### src/rtl/hist_pkg.sv
// Shared definitions for the histogram command scheduler: default sizes,
// engine command opcodes and the scheduler state encoding.
package hist_pkg;

    localparam int RATE_BIT_DEF  = 3;
    localparam int RATE_CLIP_DEF = 4;
    localparam int HISTOSIZE_DEF = 16;

    localparam logic OP_ADD   = 1'b0;
    localparam logic OP_CLEAR = 1'b1;

    typedef enum logic [1:0] {
        ST_IDLE   = 2'd0,
        ST_ADD    = 2'd1,
        ST_REPORT = 2'd2,
        ST_CLEAR  = 2'd3
    } state_t;

    // Index width that stays legal for a single-entry range.
    function automatic int idx_w(input int n);
        return (n > 1) ? $clog2(n) : 1;
    endfunction

endpackage

### src/rtl/rr_arbiter.sv
// Round-robin pick: first asserted request at or after last_grant+1, wrapping.
module rr_arbiter #(
    parameter int NCH = 4,
    parameter int CHW = 2
) (
    input  logic [NCH-1:0] req,
    input  logic [CHW-1:0] last_grant,
    output logic           grant_valid,
    output logic [CHW-1:0] grant_idx
);

    int             jn;
    logic [CHW-1:0] j;

    always_comb begin
        grant_valid = 1'b0;
        grant_idx   = '0;
        jn          = 0;
        j           = '0;
        for (int i = 1; i <= NCH; i++) begin
            jn = int'(last_grant) + i;
            if (jn >= NCH) jn = jn - NCH;
            j = CHW'(jn);
            if (!grant_valid && req[j]) begin
                grant_valid = 1'b1;
                grant_idx   = j;
            end
        end
    end

endmodule

### src/rtl/hist_sched.sv
// Schedules per-channel "bin finished" samples onto one shared histogram
// engine, reporting and clearing a channel's histogram every HISTOSIZE samples.
module hist_sched
    import hist_pkg::*;
#(
    parameter int NCH       = 4,
    parameter int RATE_BIT  = RATE_BIT_DEF,
    parameter int RATE_CLIP = RATE_CLIP_DEF,
    parameter int HISTOSIZE = HISTOSIZE_DEF,
    localparam int CHW      = idx_w(NCH)
) (
    input  logic                    CLK,
    input  logic                    RST,
    input  logic [NCH-1:0]          req,
    input  logic [NCH*RATE_BIT-1:0] rate,
    output logic [NCH-1:0]          ack,
    output logic                    cmd_valid,
    output logic                    cmd_op,
    output logic [CHW-1:0]          cmd_ch,
    output logic [RATE_BIT-1:0]     cmd_rate,
    input  logic                    cmd_ready,
    output logic                    win_valid,
    output logic [CHW-1:0]          win_ch,
    input  logic                    win_ready,
    output logic                    busy
);

    localparam int CW = idx_w(HISTOSIZE);

    state_t                       state;
    logic [CHW-1:0]               ch;
    logic [CHW-1:0]               last_grant;
    logic [NCH-1:0][CW-1:0]       win_cnt;
    logic [NCH-1:0][RATE_BIT-1:0] clipped;
    logic                         grant_valid;
    logic [CHW-1:0]               grant_idx;
    logic                         last_sample;

    for (genvar k = 0; k < NCH; k++) begin : g_clip
        logic [RATE_BIT-1:0] r;
        assign r          = rate[k*RATE_BIT +: RATE_BIT];
        assign clipped[k] = (int'(r) > RATE_CLIP) ? RATE_BIT'(RATE_CLIP) : r;
    end

    rr_arbiter #(
        .NCH (NCH),
        .CHW (CHW)
    ) u_arb (
        .req         (req),
        .last_grant  (last_grant),
        .grant_valid (grant_valid),
        .grant_idx   (grant_idx)
    );

    assign last_sample = (win_cnt[ch] == CW'(HISTOSIZE - 1));

    // Command fields are zeroed whenever their valid drops so idle outputs are clean.
    always_ff @(posedge CLK or negedge RST) begin
        if (!RST) begin
            state      <= ST_IDLE;
            ch         <= '0;
            last_grant <= CHW'(NCH - 1);
            win_cnt    <= '0;
            ack        <= '0;
            cmd_valid  <= 1'b0;
            cmd_op     <= OP_ADD;
            cmd_ch     <= '0;
            cmd_rate   <= '0;
            win_valid  <= 1'b0;
            win_ch     <= '0;
            busy       <= 1'b0;
        end else begin
            ack <= '0;
            case (state)
                ST_IDLE: begin
                    if (grant_valid) begin
                        state      <= ST_ADD;
                        busy       <= 1'b1;
                        ch         <= grant_idx;
                        last_grant <= grant_idx;
                        ack        <= NCH'(1) << grant_idx;
                        cmd_valid  <= 1'b1;
                        cmd_op     <= OP_ADD;
                        cmd_ch     <= grant_idx;
                        cmd_rate   <= clipped[grant_idx];
                    end
                end
                ST_ADD: begin
                    if (cmd_ready) begin
                        cmd_valid <= 1'b0;
                        cmd_ch    <= '0;
                        cmd_rate  <= '0;
                        if (last_sample) begin
                            win_cnt[ch] <= '0;
                            state       <= ST_REPORT;
                            win_valid   <= 1'b1;
                            win_ch      <= ch;
                        end else begin
                            win_cnt[ch] <= win_cnt[ch] + 1'b1;
                            state       <= ST_IDLE;
                            busy        <= 1'b0;
                        end
                    end
                end
                ST_REPORT: begin
                    if (win_ready) begin
                        win_valid <= 1'b0;
                        win_ch    <= '0;
                        state     <= ST_CLEAR;
                        cmd_valid <= 1'b1;
                        cmd_op    <= OP_CLEAR;
                        cmd_ch    <= ch;
                        cmd_rate  <= '0;
                    end
                end
                ST_CLEAR: begin
                    if (cmd_ready) begin
                        cmd_valid <= 1'b0;
                        cmd_op    <= OP_ADD;
                        cmd_ch    <= '0;
                        state     <= ST_IDLE;
                        busy      <= 1'b0;
                    end
                end
                default: state <= ST_IDLE;
            endcase
        end
    end

endmodule

### config.mk
export PLATFORM = sky130hd
export DESIGN_NAME = hist_sched
export DESIGN_NICKNAME = d
export VERILOG_FILES = /design/src/rtl/hist_pkg.sv /design/src/rtl/rr_arbiter.sv /design/src/rtl/hist_sched.sv
export SDC_FILE = /design/constraint.sdc
export NUM_CORES = 1
export LEC_CHECK = 0
export CORE_UTILIZATION = 52
export CTS_CLUSTER_DIAMETER = 120
export DETAILED_ROUTE_END_ITERATION = 10
export GPL_TIMING_DRIVEN = 0
export PLACE_DENSITY_LB_ADDON = 0.15
export SLEW_MARGIN = 5
export SYNTH_ARGS = -nofsm -noshare
export SYNTH_HDL_FRONTEND = slang
export SYNTH_HIERARCHICAL = 1
export SYNTH_SLANG_ARGS = --single-unit
export TNS_END_PERCENT = 20
### constraint.sdc
create_clock -name CLK -period 2.6 [get_ports CLK]
set_input_delay 0.26 -clock CLK [delete_from_list [all_inputs] [get_ports CLK]]
set_output_delay 0.26 -clock CLK [all_outputs]
set_load 0.02 [all_outputs]
==> flow_metrics.env, run 1 <==
export IMPL_grt_pass1_wl_um=7370
export IMPL_place_congestion=0.773
export IMPL_clock_latency_ns=0.28
export IMPL_cap_violations=0
export IMPL_antenna_left=0
export IMPL_clk_pin_slew_worst_paths_ns=0.07
export IMPL_vias=1658
export IMPL_path_max_fanout=10
export IMPL_fin_crit_ns=2.10
export IMPL_cts_setup_buffers=0
export IMPL_critPathCaptureType="flip-flop"
export IMPL_cellLeakagePower_uw=0.00103
export IMPL_die_w_um=63.9
export IMPL_vias_per_cell=5.80
export IMPL_ctsHoldBuffers=0
export IMPL_dp_cells=278
export IMPL_worst_ir_drop_vdd_mv=0.501
export IMPL_post_layout_nonfiller_instances=286
export IMPL_worst_ep_required_time_ns=2.74
export IMPL_nets=264
export IMPL_finalCritPeriodShare_pct=80.9
export IMPL_port_buffers=33
export IMPL_synth_cell_types=48
export IMPL_die_h_um=63.9
export IMPL_clockBufferDepth=2
export IMPL_dieArea_sq_mm=0.00408
export IMPL_core_sq_mm=0.00366
export IMPL_arrival_ns=2.24
export IMPL_status="finished, final reports clean"
export IMPL_antenna_found_initial=0
export IMPL_relSlewSlack_pct=45.3
export IMPL_syn_area_sq_mm=0.00199
export IMPL_setup_tns_ns=0
export IMPL_cts_buffers=5
export IMPL_htreeDepth=2
export IMPL_synth_async_reset_ratio_pct=100
export IMPL_io_pins=35
export IMPL_synth_seq_area_share_pct=46.6
export IMPL_cp_slowest_stage_delay_ns=0.49
export IMPL_final_common_cell="dfrtp_1"
export IMPL_hold_ws_ns=0.0675
export IMPL_path_class="flip-flop to flip-flop"
export IMPL_crit_path_start_kind="flip-flop"
export IMPL_grt_pass1_vias=1616
export IMPL_synthFlopType="dfrtp_1"
export IMPL_rows=22
export IMPL_max_freq_ghz=0.476
export IMPL_postCtsResizedCells=0
export IMPL_rsz0062_at_grt="no"
export IMPL_cts_tree="done"
export IMPL_power_density_mw_per_mm2=986
export IMPL_drt_iter0_drc=105
export IMPL_ys_seq_elements=37
export IMPL_num_antenna_cells=0
export IMPL_cts_sinks=37
export IMPL_start_util_pct=54.4
export IMPL_grt_remaining_overflow=0
export IMPL_remaining_drc_errors=0
export IMPL_p_total_uw=2430
export IMPL_report_final_slew_viol_count=0
export IMPL_clock_root_buffer="clkbuf_8"
export IMPL_syn_mean_instance_area_sq_um=10.1
export IMPL_hp_class="input pin to asynchronous set/reset pin"
export IMPL_syn_num_nets=224
export IMPL_synth_cells=197
export IMPL_synth_edff_count=0
export IMPL_critical_path_cell_chain="inv_1 > ha_1 > buf_1 > nor2_1 > o211ai_1 > o21ai_0"
export IMPL_tightestPinTransition_ns=0.821
export IMPL_yosysWarnings=6
export IMPL_drive_gt1_share_pct=9.66
export IMPL_grt_max_degree=38
export IMPL_final_util_pct=67.2
export IMPL_setup_viol=0
export IMPL_slowest_stage="o211ai_1"
export IMPL_skew_ns=0.00562
export IMPL_wl_um=4380
export IMPL_grt_usage_pct=23.7
export IMPL_wl_per_cell_um=15.3
export IMPL_final_hold_violation_count=0
export IMPL_hpwl_um=3220
export IMPL_final_cell_mix="dfrtp_1, clkdlybuf4s50_1, nand2_1, o21ai_0"
export IMPL_first_pass_iters=4
export IMPL_area_growth_pct=23.4
==> synthesized netlist by cell type (all sizes together) (3+ instances only) <==
| master | number | area share [%] |
|---|---|---|
| dfrtp | 35 | 44 |
| nand2 | 31 | 5.8 |
| o21ai | 17 | 4.3 |
| nand2b | 9 | 2.8 |
| inv | 8 | 1.5 |
| nor2 | 8 | 1.5 |
| a21oi | 7 | 1.9 |
| ha | 7 | 4.4 |
| clkbuf | 6 | 1.1 |
| nor2b | 6 | 1.9 |
| mux4 | 5 | 5.6 |
| nand3 | 5 | 1.9 |
| a21o | 4 | 1.6 |
| a32oi | 4 | 1.8 |
| buf | 4 | 1.6 |
| nor3b | 3 | 1.1 |
| o211ai | 3 | 1.1 |
| o221ai | 3 | 1.6 |
| or2 | 3 | 0.94 |
==> cell families after synthesis <==
| kind of cell | synth area share (%) |
|---|---|
| and+or+nand+nor | 19.6 |
| AOI/OAI and AO/OA | 18.0 |
| DFF | 46.6 |
| buffers and inverters | 4.21 |
| muxes | 6.72 |
| adders and majority gates | 4.39 |
| xor gates and xnor gates | 0.440 |
==> through the flow <==
stage	instance area (sq um)	worst slack, ns
2_1_floorplan	1990	0.783
4_1_cts	2460	0.529
3_5_place_dp	2380	0.344
5_1_grt	2460	0.244
6_report	2460	0.497
3_3_place_gp	2380	0.407
==> layout make-up <==
cell class,instances,area (sq um)
Buffer,10,53.8
Clock buffer,8,80.1
Fill cell,314,1200
Inverter,8,30.0
Multi-Input combinational cell,142,981
Sequential cell,37,928
Tap cell,48,60.1
Timing Repair Buffer,33,325
==> flip-flops by register name, indices dropped and copies added (netlist names), named ones only <==
signal and count:
ack 4, busy 1, ch 2, cmd_ch 2, cmd_op 1, cmd_rate 3
cmd_valid 1, last_grant 2, state 1, win_ch 2, win_cnt 16, win_valid 1
==> worst paths after layout <==
kind / end / depth (start not counted) / slack [ns]
worst min register to register: cmd_ch[0] / 2 / 0.49
max in group asynchronous: cmd_ch[0] / 1 / 2.01
worst max register to register: cmd_ch[1] / 6 / 0.50
worst max-delay path: cmd_ch[1] / 6 / 0.50
worst min-delay path: win_cnt[10] / 1 / 0.07
min in group CLK: win_ch[1] / 3 / 0.38
==> critical path: cells and delay by family (launching register included) <==
| family | cells | cell delay, ns |
|---|---|---|
| simple gates | 1 | 0.10 |
| compound gates | 2 | 0.68 |
| fa+ha+maj | 1 | 0.24 |
| flops | 1 | 0.44 |
| buf+inv | 2 | 0.50 |
==> per-layer routing <==
metal,part of all wire [%],track usage (%),up-vias
met5,0,0,-
met4,2.1,10.8,0
met3,4.9,6.43,10
met2,50,40.0,48
met1,43,28.1,807
li1,-,-,793
==> power by group <==
group | leakage, uW | switching [uW] | internal [uW]
logic | 0.000514 | 643 | 519
registers | 0.000479 | 112 | 772
clock network | 0.0000395 | 188 | 190
total | 0.00103 | 944 | 1480
Power figures use the tool's default switching activity.
==> run 2, diff against run 1 <==
- CORE_UTILIZATION: 52 -> 47
- clock period: 2.6 -> 1.7 ns (I/O delays scaled with it)
==> flow_metrics.env, run 2 (same netlist as run 1, synthesis figures left out) <==
export IMPL_status="finished with violations"
export IMPL_failed_checks="setup timing"
export IMPL_vias_per_cell=5.54
export IMPL_tightestPinTransition_ns=0.809
export IMPL_critPathCaptureType="flip-flop"
export IMPL_core_sq_mm=0.00403
export IMPL_fill_cells=315
export IMPL_grt_remaining_overflow=0
export IMPL_report_final_slew_viol_count=0
export IMPL_port_buffers=33
export IMPL_cts_sinks=37
export IMPL_path_class="flip-flop to flip-flop"
export IMPL_cp_slowest_stage_delay_ns=0.58
export IMPL_skew_ns=0.0100
export IMPL_cellLeakagePower_uw=0.00120
export IMPL_rows=23
export IMPL_start_util_pct=49.5
export IMPL_antenna_found_initial=0
export IMPL_worst_ep_required_time_ns=1.88
export IMPL_path_max_fanout=5
export IMPL_cap_violations=0
export IMPL_htreeDepth=2
export IMPL_worst_slack_ns=-0.169
export IMPL_worst_ir_drop_vdd_mv=0.767
export IMPL_place_congestion=0.744
export IMPL_dieArea_sq_mm=0.00451
export IMPL_final_common_cell="dfrtp_1"
export IMPL_clock_latency_ns=0.29
export IMPL_arrival_ns=2.04
export IMPL_critPathTopFamily="flip-flops"
export IMPL_wl_per_cell_um=14.9
export IMPL_nets=281
export IMPL_vias=1689
export IMPL_finalCritPeriodShare_pct=110
export IMPL_clockBufferDepth=2
export IMPL_cts_tree="done"
export IMPL_final_hold_violation_count=0
export IMPL_max_freq_ghz=0.535
export IMPL_hp_class="input pin to flip-flop"
export IMPL_setup_viol=10
export IMPL_die_h_um=67.1
export IMPL_grt_pass1_wl_um=7040
export IMPL_final_cell_mix="dfrtp_1, clkdlybuf4s50_1, nand2_1, buf_4, o21ai_0"
export IMPL_critPathBufInv=0
export IMPL_antenna_left=0
export IMPL_critical_path_cell_chain="nand2b_4 > a21oi_4 > o221ai_4 > mux4_2 > a22o_1"
export IMPL_final_util_pct=69.4
export IMPL_power_density_mw_per_mm2=1620
export IMPL_area_growth_pct=40.4
export IMPL_drive_gt1_share_pct=27.8
export IMPL_remaining_drc_errors=0
export IMPL_relSlewSlack_pct=46.1
export IMPL_grt_max_degree=38
export IMPL_regMostFlops="win_cnt"
export IMPL_rsz0062_at_grt="yes"
export IMPL_largest_reg_flops=16
export IMPL_fin_crit_ns=1.87
export IMPL_io_pins=35
export IMPL_grt_pass1_vias=1540
export IMPL_first_pass_iters=4
export IMPL_hold_ws_ns=0.262
export IMPL_clock_root_buffer="clkbuf_8"
export IMPL_crit_path_start_kind="flip-flop"
export IMPL_num_antenna_cells=0
export IMPL_reg_largest_list="win_cnt x16, ack x4, cmd_rate x3"
export IMPL_clk_pin_slew_worst_paths_ns=0.08
export IMPL_cts_buffers=5
export IMPL_hpwl_um=2980
export IMPL_die_w_um=67.1
export IMPL_p_total_uw=4520
export IMPL_grt_usage_pct=21.2
export IMPL_slowest_stage="dfstp_2"
export IMPL_drt_iter0_drc=82
export IMPL_wl_um=4530
run 2: cell count changes in the layout (fill, tap and decap cells not counted), sizes merged:
cell	before	now
nand3	5	6
buf	5	25
dlygate4sd3	0	1
bufinv	0	1
clkbuf	14	8
run 2: tightest hold or removal path, stage by stage:
cell and delay (ns):
buf_2 0.16, nand3_1 0.08, nand2_1 0.05, o31ai_1 0.05
run 2: path summary, 6_finish.rpt:
check                      cells past startpoint  slack, ns                    endpoint          start
max in group asynchronous                      2       0.63  asynchronous set/reset pin            RST
min in group asynchronous                      2       0.50                  win_cnt[1]            RST
max                                            5      -0.17                 cmd_rate[2]  last_grant[1]
min reg2reg                                    2       0.48                  win_cnt[2]     win_cnt[2]
min                                            4       0.26                   cmd_valid      cmd_ready
max reg2reg                                    5      -0.17                 cmd_rate[2]  last_grant[1]
run 2: layout make-up:
| cell class | instances | area (sq um) | share of cell area (%) |
|---|---|---|---|
| sequential | 37 | 931 | 33.3 |
| inverter | 8 | 30.0 | 1.07 |
| clock inverter | 1 | 30.0 | 1.07 |
| timing repair buffer | 54 | 489 | 17.5 |
| multi-input combinational | 143 | 1120 | 40.1 |
| tap | 50 | 62.6 | 2.24 |
| clock buffer | 7 | 86.3 | 3.09 |
| buffer | 5 | 46.3 | 1.65 |
run 2: where the power goes:
part / switching [uW] / leakage [uW] / internal, uW
logic: 1180 / 0.000662 / 1210
clock network: 306 / 0.0000585 / 478
registers: 171 / 0.000476 / 1180
run 2: routing by layer:
metal | wire length (um) | vias up | part of all wire [%] | GRT usage [%]
li1 | - | 830 | - | -
met1 | 2050 | 814 | 45 | 26.3
met2 | 2230 | 37 | 49 | 35.5
met3 | 194 | 8 | 4.3 | 6.16
met4 | 66 | 0 | 1.5 | 6.38
met5 | 0 | - | 0 | 0
run 2: repair_timing:
action / 4_1_cts / 5_1_grt
buffers inserted: 6 / 14
resized for setup: 25 / 17
endpoints found under the setup margin: 33 / 35
pin swaps: 6 / 7
hold buffers: 1 / 0
hold endpoints to repair: 11 / 0
cloned: 0 / 1
run 2: stage by stage:
stage	TNS [ns]	cells	instance area, sq um	setup slack, ns
after floorplan	-0.511	197	1990	-0.117
after detailed placement	-7.07	280	2380	-0.460
after global routing	-1.81	305	2800	-0.234
final	-0.580	305	2800	-0.169
after global placement	-21.11	280	2390	-0.436
after CTS	-1.40	293	2630	-0.165
